`src/rtl/hazard_pkg.sv`:
```
// Shared types for the hazard controller: shadow slot record, FSM states, $0 index.
// Latency: n/a (types and a pure helper function only).
// Backpressure: n/a.
package hazard_pkg;

  localparam logic [4:0] REG_ZERO = 5'd0;

  // One in-flight instruction as seen by the hazard logic.
  typedef struct packed {
    logic       vld;  // slot holds a real instruction, not a bubble
    logic [4:0] rd;   // destination register
    logic       wr;   // instruction writes rd
    logic       ld;   // instruction is a load (result late)
  } shadow_t;

  typedef enum logic [1:0] {
    ST_RUN    = 2'd0,
    ST_STALL1 = 2'd1,
    ST_STALL2 = 2'd2
  } hz_state_e;

  // True when slot s produces source r and that source is actually read.
  // Writes to $0 are discarded by the register file, so they never match.
  function automatic logic slot_match(shadow_t s, logic [4:0] r, logic use_r);
    return use_r && s.vld && s.wr && (s.rd != REG_ZERO) && (s.rd == r);
  endfunction

endpackage

```
`src/rtl/hazard_detection_if.sv`:
```
// ID-stage operand/control view in, pipeline hold/flush controls out.
// Latency: n/a (signal bundle only).
// Backpressure: freeze is the external hold; pc_write/if_id_write are the stall outputs.
interface hazard_detection_if;
  logic       freeze;
  logic       id_valid;
  logic [4:0] id_rs;
  logic [4:0] id_rt;
  logic       id_use_rs;
  logic       id_use_rt;
  logic       id_branch;
  logic [4:0] id_dest;
  logic       id_reg_write;
  logic       id_mem_read;
  logic       branch_taken;
  logic       pc_write;
  logic       if_id_write;
  logic       id_ex_flush;
  logic       if_id_flush;
  logic       stall_err;

  // Controller side.
  modport slave (
    input  freeze, id_valid, id_rs, id_rt, id_use_rs, id_use_rt, id_branch,
           id_dest, id_reg_write, id_mem_read, branch_taken,
    output pc_write, if_id_write, id_ex_flush, if_id_flush, stall_err
  );

  // Pipeline side.
  modport master (
    output freeze, id_valid, id_rs, id_rt, id_use_rs, id_use_rt, id_branch,
           id_dest, id_reg_write, id_mem_read, branch_taken,
    input  pc_write, if_id_write, id_ex_flush, if_id_flush, stall_err
  );
endinterface

```
`src/rtl/hazard_shadow_stage.sv`:
```
// One shadow slot register tracking an in-flight instruction (EX or MEM copy).
// Latency: 1 cycle from load_dat to slot_q.
// Backpressure: en low holds the slot (pipeline frozen).
module hazard_shadow_stage
  import hazard_pkg::*;
(
  input  logic    clk,
  input  logic    rst,
  input  logic    en,
  input  shadow_t load_dat,
  output shadow_t slot_q
);

  shadow_t slot_d;

  // Next slot value: follow the pipeline when enabled, otherwise hold.
  always_comb begin
    slot_d = slot_q;
    if (en) slot_d = load_dat;
  end

  // Slot register; reset empties it.
  always_ff @(posedge clk) begin
    if (rst) slot_q <= '0;
    else     slot_q <= slot_d;
  end

endmodule

```
`src/rtl/hazard_detection.sv`:
```
// Stall/flush controller for ID: load-use and branch operand hazards, taken-branch squash.
// Latency: 0 cycles, controls are combinational from ID inputs and shadow state.
// Backpressure: freeze zeroes all controls and holds shadows/FSM; optional HAZARD_STATS_EN adds counters.
module hazard_detection
  import hazard_pkg::*;
(
  input  logic               clk,
  input  logic               rst,
  hazard_detection_if.slave  hz
`ifdef HAZARD_STATS_EN
  ,
  output logic [31:0]        stall_cycles,
  output logic [31:0]        flush_count
`endif
);

  shadow_t   ex_q;
  shadow_t   mem_q;
  shadow_t   ex_load;
  logic      shift_en;
  logic      ex_hit;
  logic      mem_hit;
  logic      stall;
  hz_state_e state_q, state_d;
  logic      err_q, err_d;

  assign shift_en = ~hz.freeze;

  // Hazard rules: EX load feeding any consumer, or any EX/MEM producer a branch
  // cannot get forwarded in ID (ALU result in EX, load result in EX or MEM).
  always_comb begin
    ex_hit  = slot_match(ex_q,  hz.id_rs, hz.id_use_rs) | slot_match(ex_q,  hz.id_rt, hz.id_use_rt);
    mem_hit = slot_match(mem_q, hz.id_rs, hz.id_use_rs) | slot_match(mem_q, hz.id_rt, hz.id_use_rt);
    stall   = hz.id_valid & ((ex_q.ld & ex_hit)
                           | (hz.id_branch & ex_hit & ~ex_q.ld)
                           | (hz.id_branch & ((ex_hit & ex_q.ld) | (mem_hit & mem_q.ld))));
  end

  // Pipeline controls; a freeze overrides everything.
  always_comb begin
    hz.pc_write    = 1'b0;
    hz.if_id_write = 1'b0;
    hz.id_ex_flush = 1'b0;
    hz.if_id_flush = 1'b0;
    if (!hz.freeze) begin
      hz.pc_write    = ~stall;
      hz.if_id_write = ~stall;
      hz.id_ex_flush = stall;
      hz.if_id_flush = hz.id_valid & hz.id_branch & hz.branch_taken & ~stall;
    end
  end

  // A stalled ID instruction does not advance, so EX receives a bubble.
  always_comb begin
    ex_load     = '0;
    ex_load.vld = hz.id_valid & ~stall;
    ex_load.rd  = hz.id_dest;
    ex_load.wr  = hz.id_reg_write;
    ex_load.ld  = hz.id_mem_read;
  end

  hazard_shadow_stage u_ex (
    .clk      (clk),
    .rst      (rst),
    .en       (shift_en),
    .load_dat (ex_load),
    .slot_q   (ex_q)
  );

  hazard_shadow_stage u_mem (
    .clk      (clk),
    .rst      (rst),
    .en       (shift_en),
    .load_dat (ex_q),
    .slot_q   (mem_q)
  );

  // Consecutive-stall watchdog: a third stalled unfrozen cycle latches stall_err.
  always_comb begin
    state_d = state_q;
    err_d   = err_q;
    if (shift_en) begin
      if (stall) begin
        unique case (state_q)
          ST_RUN:    state_d = ST_STALL1;
          ST_STALL1: state_d = ST_STALL2;
          ST_STALL2: begin
            state_d = ST_STALL2;
            err_d   = 1'b1;
          end
          default:   state_d = ST_RUN;
        endcase
      end else begin
        state_d = ST_RUN;
      end
    end
  end

  // Watchdog state register; only reset clears the sticky error.
  always_ff @(posedge clk) begin
    if (rst) begin
      state_q <= ST_RUN;
      err_q   <= 1'b0;
    end else begin
      state_q <= state_d;
      err_q   <= err_d;
    end
  end

  assign hz.stall_err = err_q;

`ifdef HAZARD_STATS_EN
  logic [31:0] stall_cycles_q, stall_cycles_d;
  logic [31:0] flush_count_q, flush_count_d;

  // Event counters, wrapping naturally at 2^32.
  always_comb begin
    stall_cycles_d = stall_cycles_q + {31'd0, shift_en & stall};
    flush_count_d  = flush_count_q  + {31'd0, hz.if_id_flush};
  end

  // Counter registers.
  always_ff @(posedge clk) begin
    if (rst) begin
      stall_cycles_q <= '0;
      flush_count_q  <= '0;
    end else begin
      stall_cycles_q <= stall_cycles_d;
      flush_count_q  <= flush_count_d;
    end
  end

  assign stall_cycles = stall_cycles_q;
  assign flush_count  = flush_count_q;
`endif

endmodule

```
`src/flat_wrapper.sv`:
```
// flat-port wrapper written by rule: the top's interface ports become plain ports
module hazard_detection_flat import hazard_pkg::*;
  (clk, rst, hz_freeze, hz_id_valid, hz_id_rs, hz_id_rt, hz_id_use_rs, hz_id_use_rt, hz_id_branch, hz_id_dest, hz_id_reg_write, hz_id_mem_read, hz_branch_taken, hz_pc_write, hz_if_id_write, hz_id_ex_flush, hz_if_id_flush, hz_stall_err);
  hazard_detection_if hz_i ();
  input  logic clk;
  input  logic rst;
  input wire logic [$bits(hz_i.freeze)-1:0] hz_freeze;
  input wire logic [$bits(hz_i.id_valid)-1:0] hz_id_valid;
  input wire logic [$bits(hz_i.id_rs)-1:0] hz_id_rs;
  input wire logic [$bits(hz_i.id_rt)-1:0] hz_id_rt;
  input wire logic [$bits(hz_i.id_use_rs)-1:0] hz_id_use_rs;
  input wire logic [$bits(hz_i.id_use_rt)-1:0] hz_id_use_rt;
  input wire logic [$bits(hz_i.id_branch)-1:0] hz_id_branch;
  input wire logic [$bits(hz_i.id_dest)-1:0] hz_id_dest;
  input wire logic [$bits(hz_i.id_reg_write)-1:0] hz_id_reg_write;
  input wire logic [$bits(hz_i.id_mem_read)-1:0] hz_id_mem_read;
  input wire logic [$bits(hz_i.branch_taken)-1:0] hz_branch_taken;
  output wire logic [$bits(hz_i.pc_write)-1:0] hz_pc_write;
  output wire logic [$bits(hz_i.if_id_write)-1:0] hz_if_id_write;
  output wire logic [$bits(hz_i.id_ex_flush)-1:0] hz_id_ex_flush;
  output wire logic [$bits(hz_i.if_id_flush)-1:0] hz_if_id_flush;
  output wire logic [$bits(hz_i.stall_err)-1:0] hz_stall_err;
  assign hz_i.freeze = hz_freeze;
  assign hz_i.id_valid = hz_id_valid;
  assign hz_i.id_rs = hz_id_rs;
  assign hz_i.id_rt = hz_id_rt;
  assign hz_i.id_use_rs = hz_id_use_rs;
  assign hz_i.id_use_rt = hz_id_use_rt;
  assign hz_i.id_branch = hz_id_branch;
  assign hz_i.id_dest = hz_id_dest;
  assign hz_i.id_reg_write = hz_id_reg_write;
  assign hz_i.id_mem_read = hz_id_mem_read;
  assign hz_i.branch_taken = hz_branch_taken;
  assign hz_pc_write = hz_i.pc_write;
  assign hz_if_id_write = hz_i.if_id_write;
  assign hz_id_ex_flush = hz_i.id_ex_flush;
  assign hz_if_id_flush = hz_i.if_id_flush;
  assign hz_stall_err = hz_i.stall_err;
  hazard_detection u_core (.clk(clk), .rst(rst), .hz(hz_i));
endmodule
```
`config.mk`:
```
export PLATFORM = sky130hd
export DESIGN_NAME = hazard_detection_flat
export DESIGN_NICKNAME = d
export VERILOG_FILES = /design/src/rtl/hazard_pkg.sv /design/src/rtl/hazard_detection_if.sv /design/src/rtl/hazard_shadow_stage.sv /design/src/rtl/hazard_detection.sv /design/src/flat_wrapper.sv
export SDC_FILE = /design/constraint.sdc
export NUM_CORES = 1
export LEC_CHECK = 0
export CAP_MARGIN = 20
export CORE_MARGIN = 3
export CORE_UTILIZATION = 46
export CTS_CLUSTER_DIAMETER = 30
export DETAILED_ROUTE_END_ITERATION = 8
export PLACE_DENSITY = 0.74
export SLEW_MARGIN = 30
export SYNTH_ARGS = -nofsm -noshare
export SYNTH_HDL_FRONTEND = slang
export SYNTH_SLANG_ARGS = --single-unit
```
`constraint.sdc`:
```
create_clock -name clk -period 2.6 [get_ports clk]
set_input_delay 0.65 -clock clk [delete_from_list [all_inputs] [get_ports clk]]
set_output_delay 0.65 -clock clk [all_outputs]
set_load 0.02 [all_outputs]
```
==> Implementation_results.wiki <==
{| class="wikitable"
! Metric !! Value
|-
| Switching power || 0.161 mW
|-
| Instance count after placement with tap cells included || 173
|-
| Post-layout worst setup margin || 0.0640 ns
|-
| Data required, critical path || 1.95 ns
|-
| Number of maximum-capacitance violations || 0
|-
| Critical Path End Type || output pin
|-
| Leak || 0.592 nW
|-
| Worst setup slack before clock tree synthesis || -0.739 ns
|-
| VDD IR max || 0.431 mV
|-
| Remaining global-route overflow || 0
|-
| Combined global-route utilization of all metal layers || 18.9%
|-
| Clock share of power || 25.0%
|-
| WL/cell || 13.9 um
|-
| Number of clock buffers inserted by TritonCTS || 3
|-
| Final hold violations || 0
|-
| Pin count of the biggest net entering global routing || 19
|-
| Row count || 16
|-
| Register clock-pin slew on the reported worst setup and hold paths || 0.11 ns
|-
| Clock sinks || 19
|-
| Cell type contributing the most total cell area after synthesis || sky130_fd_sc_hd__dfxtp_1
|-
| Endpoints failing setup || 0
|-
| Violation count after the first detailed-routing iteration || 11
|-
| Sequential group share of total power || 52.6%
|-
| Ant. Diodes || 0
|-
| Flip-flop and latch count after synthesis || 19
|-
| Clock period minus worst slack || 2.54 ns
|-
| Worst hold-check path type || register to register
|-
| Cells taking the most area after synthesis || sky130_fd_sc_hd__dfxtp_1 36%, sky130_fd_sc_hd__xnor2_1 17%, sky130_fd_sc_hd__mux2i_1 14%
|-
| Clock tree from TritonCTS || built
|-
| Cell area after synthesis || 0.00106 mm^2
|-
| Clock tree buffer depth || 2
|-
| Relative contribution of combinational cells to total power || 22.4%
|-
| Layout cells sized above 1 || 28.6%
|-
| Floorplan Core Area || 0.00206 mm^2
|-
| Upper clock frequency limit || 394 MHz
|-
| Critical path startpoint category || input port
|-
| Detailed-route DRC error count || 0
|-
| Number of standard cells after synthesis || 111
|-
| Pint || 0.435 mW
|-
| Net Count, Synth || 138
|-
| Placed instance area || 0.00144 mm^2
|-
| Total wire length || 2520 um
|-
| Nets || 182
|-
| Total die area || 0.00291 mm^2
|-
| Largest incremental delay on the critical path || 0.54 ns
|-
| Number of nets with antenna violations after routing || 0
|-
| Leading post-synthesis cells by instance count || 20 x sky130_fd_sc_hd__xnor2_1, 19 x sky130_fd_sc_hd__dfxtp_1, 15 x sky130_fd_sc_hd__mux2i_1, 15 x sky130_fd_sc_hd__nor2_1, 8 x sky130_fd_sc_hd__nand4_1
|-
| Classification of the worst setup path || input port to output pin
|-
| Number of antenna violations at the first check in global routing || 0
|-
| Net Sw Frac || 27.1%
|-
| Number of warnings reported in the yosys synthesis log || 0
|-
| First-pass GRT wire length || 4010 um
|-
| Peak fanout along the critical path || 4
|-
| Remaining max-slew budget at the tightest pin || 64.1%
|-
| Sequential share of the synthesized area || 35.9%
|-
| TritonRoute pass-1 iters || 4
|-
| Distinct cell type count after synthesis || 24
|-
| Post-synth EDFFs || 0
|-
| Vias in the first global route || 984
|-
| Final clock skew || 0.00199 ns
|-
| Standard cell with the maximum stage delay on the critical path || sky130_fd_sc_hd__clkdlybuf4s50_1
|-
| Detailed placer's ending HPWL || 1930 um
|-
| Period Utilization, post-route || 97.5%
|-
| Per-instance average area after synthesis || 9.54 um^2
|-
| Area share of the largest cell type after synthesis || 35.9%
|-
| P per Cell Area || 406 mW/mm^2
|-
| Worst-Margin Slew || 0.537 ns
|-
| Final Non-Filler Cells || 181
|-
| Worst Hold Path Cells || 2
|-
| Placer congestion estimate || 0.739
|-
| Die span in x || 54.0 um
|-
| Vias || 958
|-
| Final design area excluding fillers || 0.00147 mm^2
|-
| Clock Latency Late Sink || 0.30 ns
|-
| Cell with the most instances after synthesis || sky130_fd_sc_hd__xnor2_1
|-
| Io pins || 30
|-
| Most instantiated flip-flop cell in the synthesis netlist || sky130_fd_sc_hd__dfxtp_1
|-
| Synthesis-to-finish area growth || 38.9%
|-
| Quantity of hold-fixing buffers added after cts || 0
|-
| Result of the run || finished clean
|-
| Per-cell via count in the routed design || 5.29
|-
| IO buf count || 29
|-
| CTS HTree Levels || 1
|-
| WP data arrival || 1.89 ns
|-
| Ordered list of cells on the worst path || clkdlybuf4s50_1 > o211ai_2 > o22ai_4 > nor2b_1 > buf_4
|-
| Clock Root Buffer || sky130_fd_sc_hd__clkbuf_4
|-
| Number of pins exceeding their max-slew limit in the final report || 0
|-
| Worst-case reg-to-reg path depth || 7
|-
| Starting density of the core || 51.3%
|-
| Die height || 54.0 um
|-
| Share of flip-flops with an asynchronous set or reset || 0%
|}
-- per-layer routing --
metal,wire (um),GRT usage (%),vias up,share of wire [%]
met4,58,9.54,0,2.3
li1,-,-,478,-
met3,115,4.16,10,4.6
met2,1210,32.5,29,48
met1,1140,21.9,441,45
met5,0,0,-,0
-- flip-flops by register name, indices dropped and copies added, names as in the netlist --
signal,cells
u_core.hz.stall_err,1
u_core.state_q,2
u_core.u_ex.slot_q,8
u_core.u_mem.slot_q,8
-- cells in the final DEF, fill, tap and decap left out, drive strengths merged, types with 2 or more instances in the layout --
master / instances
clkdlybuf4s50: 13
o22ai: 5
or4: 2
mux2i: 15
nand2: 3
nand4: 8
nand2b: 4
o22a: 2
clkbuf: 13
inv: 3
dlygate4sd2: 2
dfxtp: 19
buf: 19
nor2: 15
xnor2: 20
ha: 2
-- cells by family (layout without fill, tap and decap cells) --
| logic type | after synthesis | count (layout) | synth area share, % |
|---|---|---|---|
| adders and majority gates | 2 | 2 | 2.36 |
| and+or+nand+nor | 36 | 36 | 17.3 |
| AOI/OAI and AO/OA | 11 | 11 | 10.3 |
| xor gates and xnor gates | 20 | 20 | 16.5 |
| DFF | 19 | 19 | 35.9 |
| buffers and inverters | 8 | 51 | 3.43 |
| muxes | 15 | 15 | 14.2 |
-- path summary, 6_finish.rpt --
check | slack (ns) | startpoint | end
setup / recovery | 0.06 | hz_id_branch | hz_id_ex_flush
hold / removal | 0.49 | u_core.state_q[0]$_SDFFE_PP0N_ | u_core.state_q[0]$_SDFFE_PP0N_
setup reg to reg | 0.70 | u_core.u_mem.slot_q[3]$_SDFFE_PP0N_ | u_core.u_ex.slot_q[7]$_SDFFE_PP0N_
hold reg to reg | 0.49 | u_core.state_q[0]$_SDFFE_PP0N_ | u_core.state_q[0]$_SDFFE_PP0N_
-- layout make-up --
cell class,instances,area (um^2)
tap,27,33.8
clock inverter,1,5.00
sequential,19,384
timing repair buffer,44,340
clock buffer,3,22.5
multi-input combinational,84,673
fill,170,592
inverter,3,11.3
-- through the flow --
step / power (mW) / util (%) / hold WS, ns / setup TNS (ns)
finish: 0.596 / 71.3 / 0.487 / 0
global route: 0.621 / 71.3 / 0.500 / -0.0186
CTS: 0.600 / 70.4 / 0.485 / 0
detailed placement: 0.459 / 69.8 / 0.468 / -2.67
global placement: 0.456 / 69.8 / 0.464 / -2.47
floorplan: 0.389 / - / 0.455 / 0
-- worst max-delay path: cells and delay by family --
family          cells  cell delay (ns)
compound gates      2             0.38
buf+inv             2             0.69
simple gates        1             0.16
-- power by group through the flow --
stage | registers, mW | logic, mW | clock network, mW
6_report | 0.314 | 0.134 | 0.149
5_1_grt | 0.315 | 0.145 | 0.161
4_1_cts | 0.314 | 0.131 | 0.156
3_5_place_dp | 0.320 | 0.138 | 0
3_3_place_gp | 0.320 | 0.136 | 0
2_1_floorplan | 0.321 | 0.0683 | 0
-- timing repair --
item                       4_1_cts  5_1_grt
pin swaps                        8       22
resized for setup               31       29
setup endpoints to repair        4        4
setup buffers                    2        2
(Power assumes the default switching activity.)
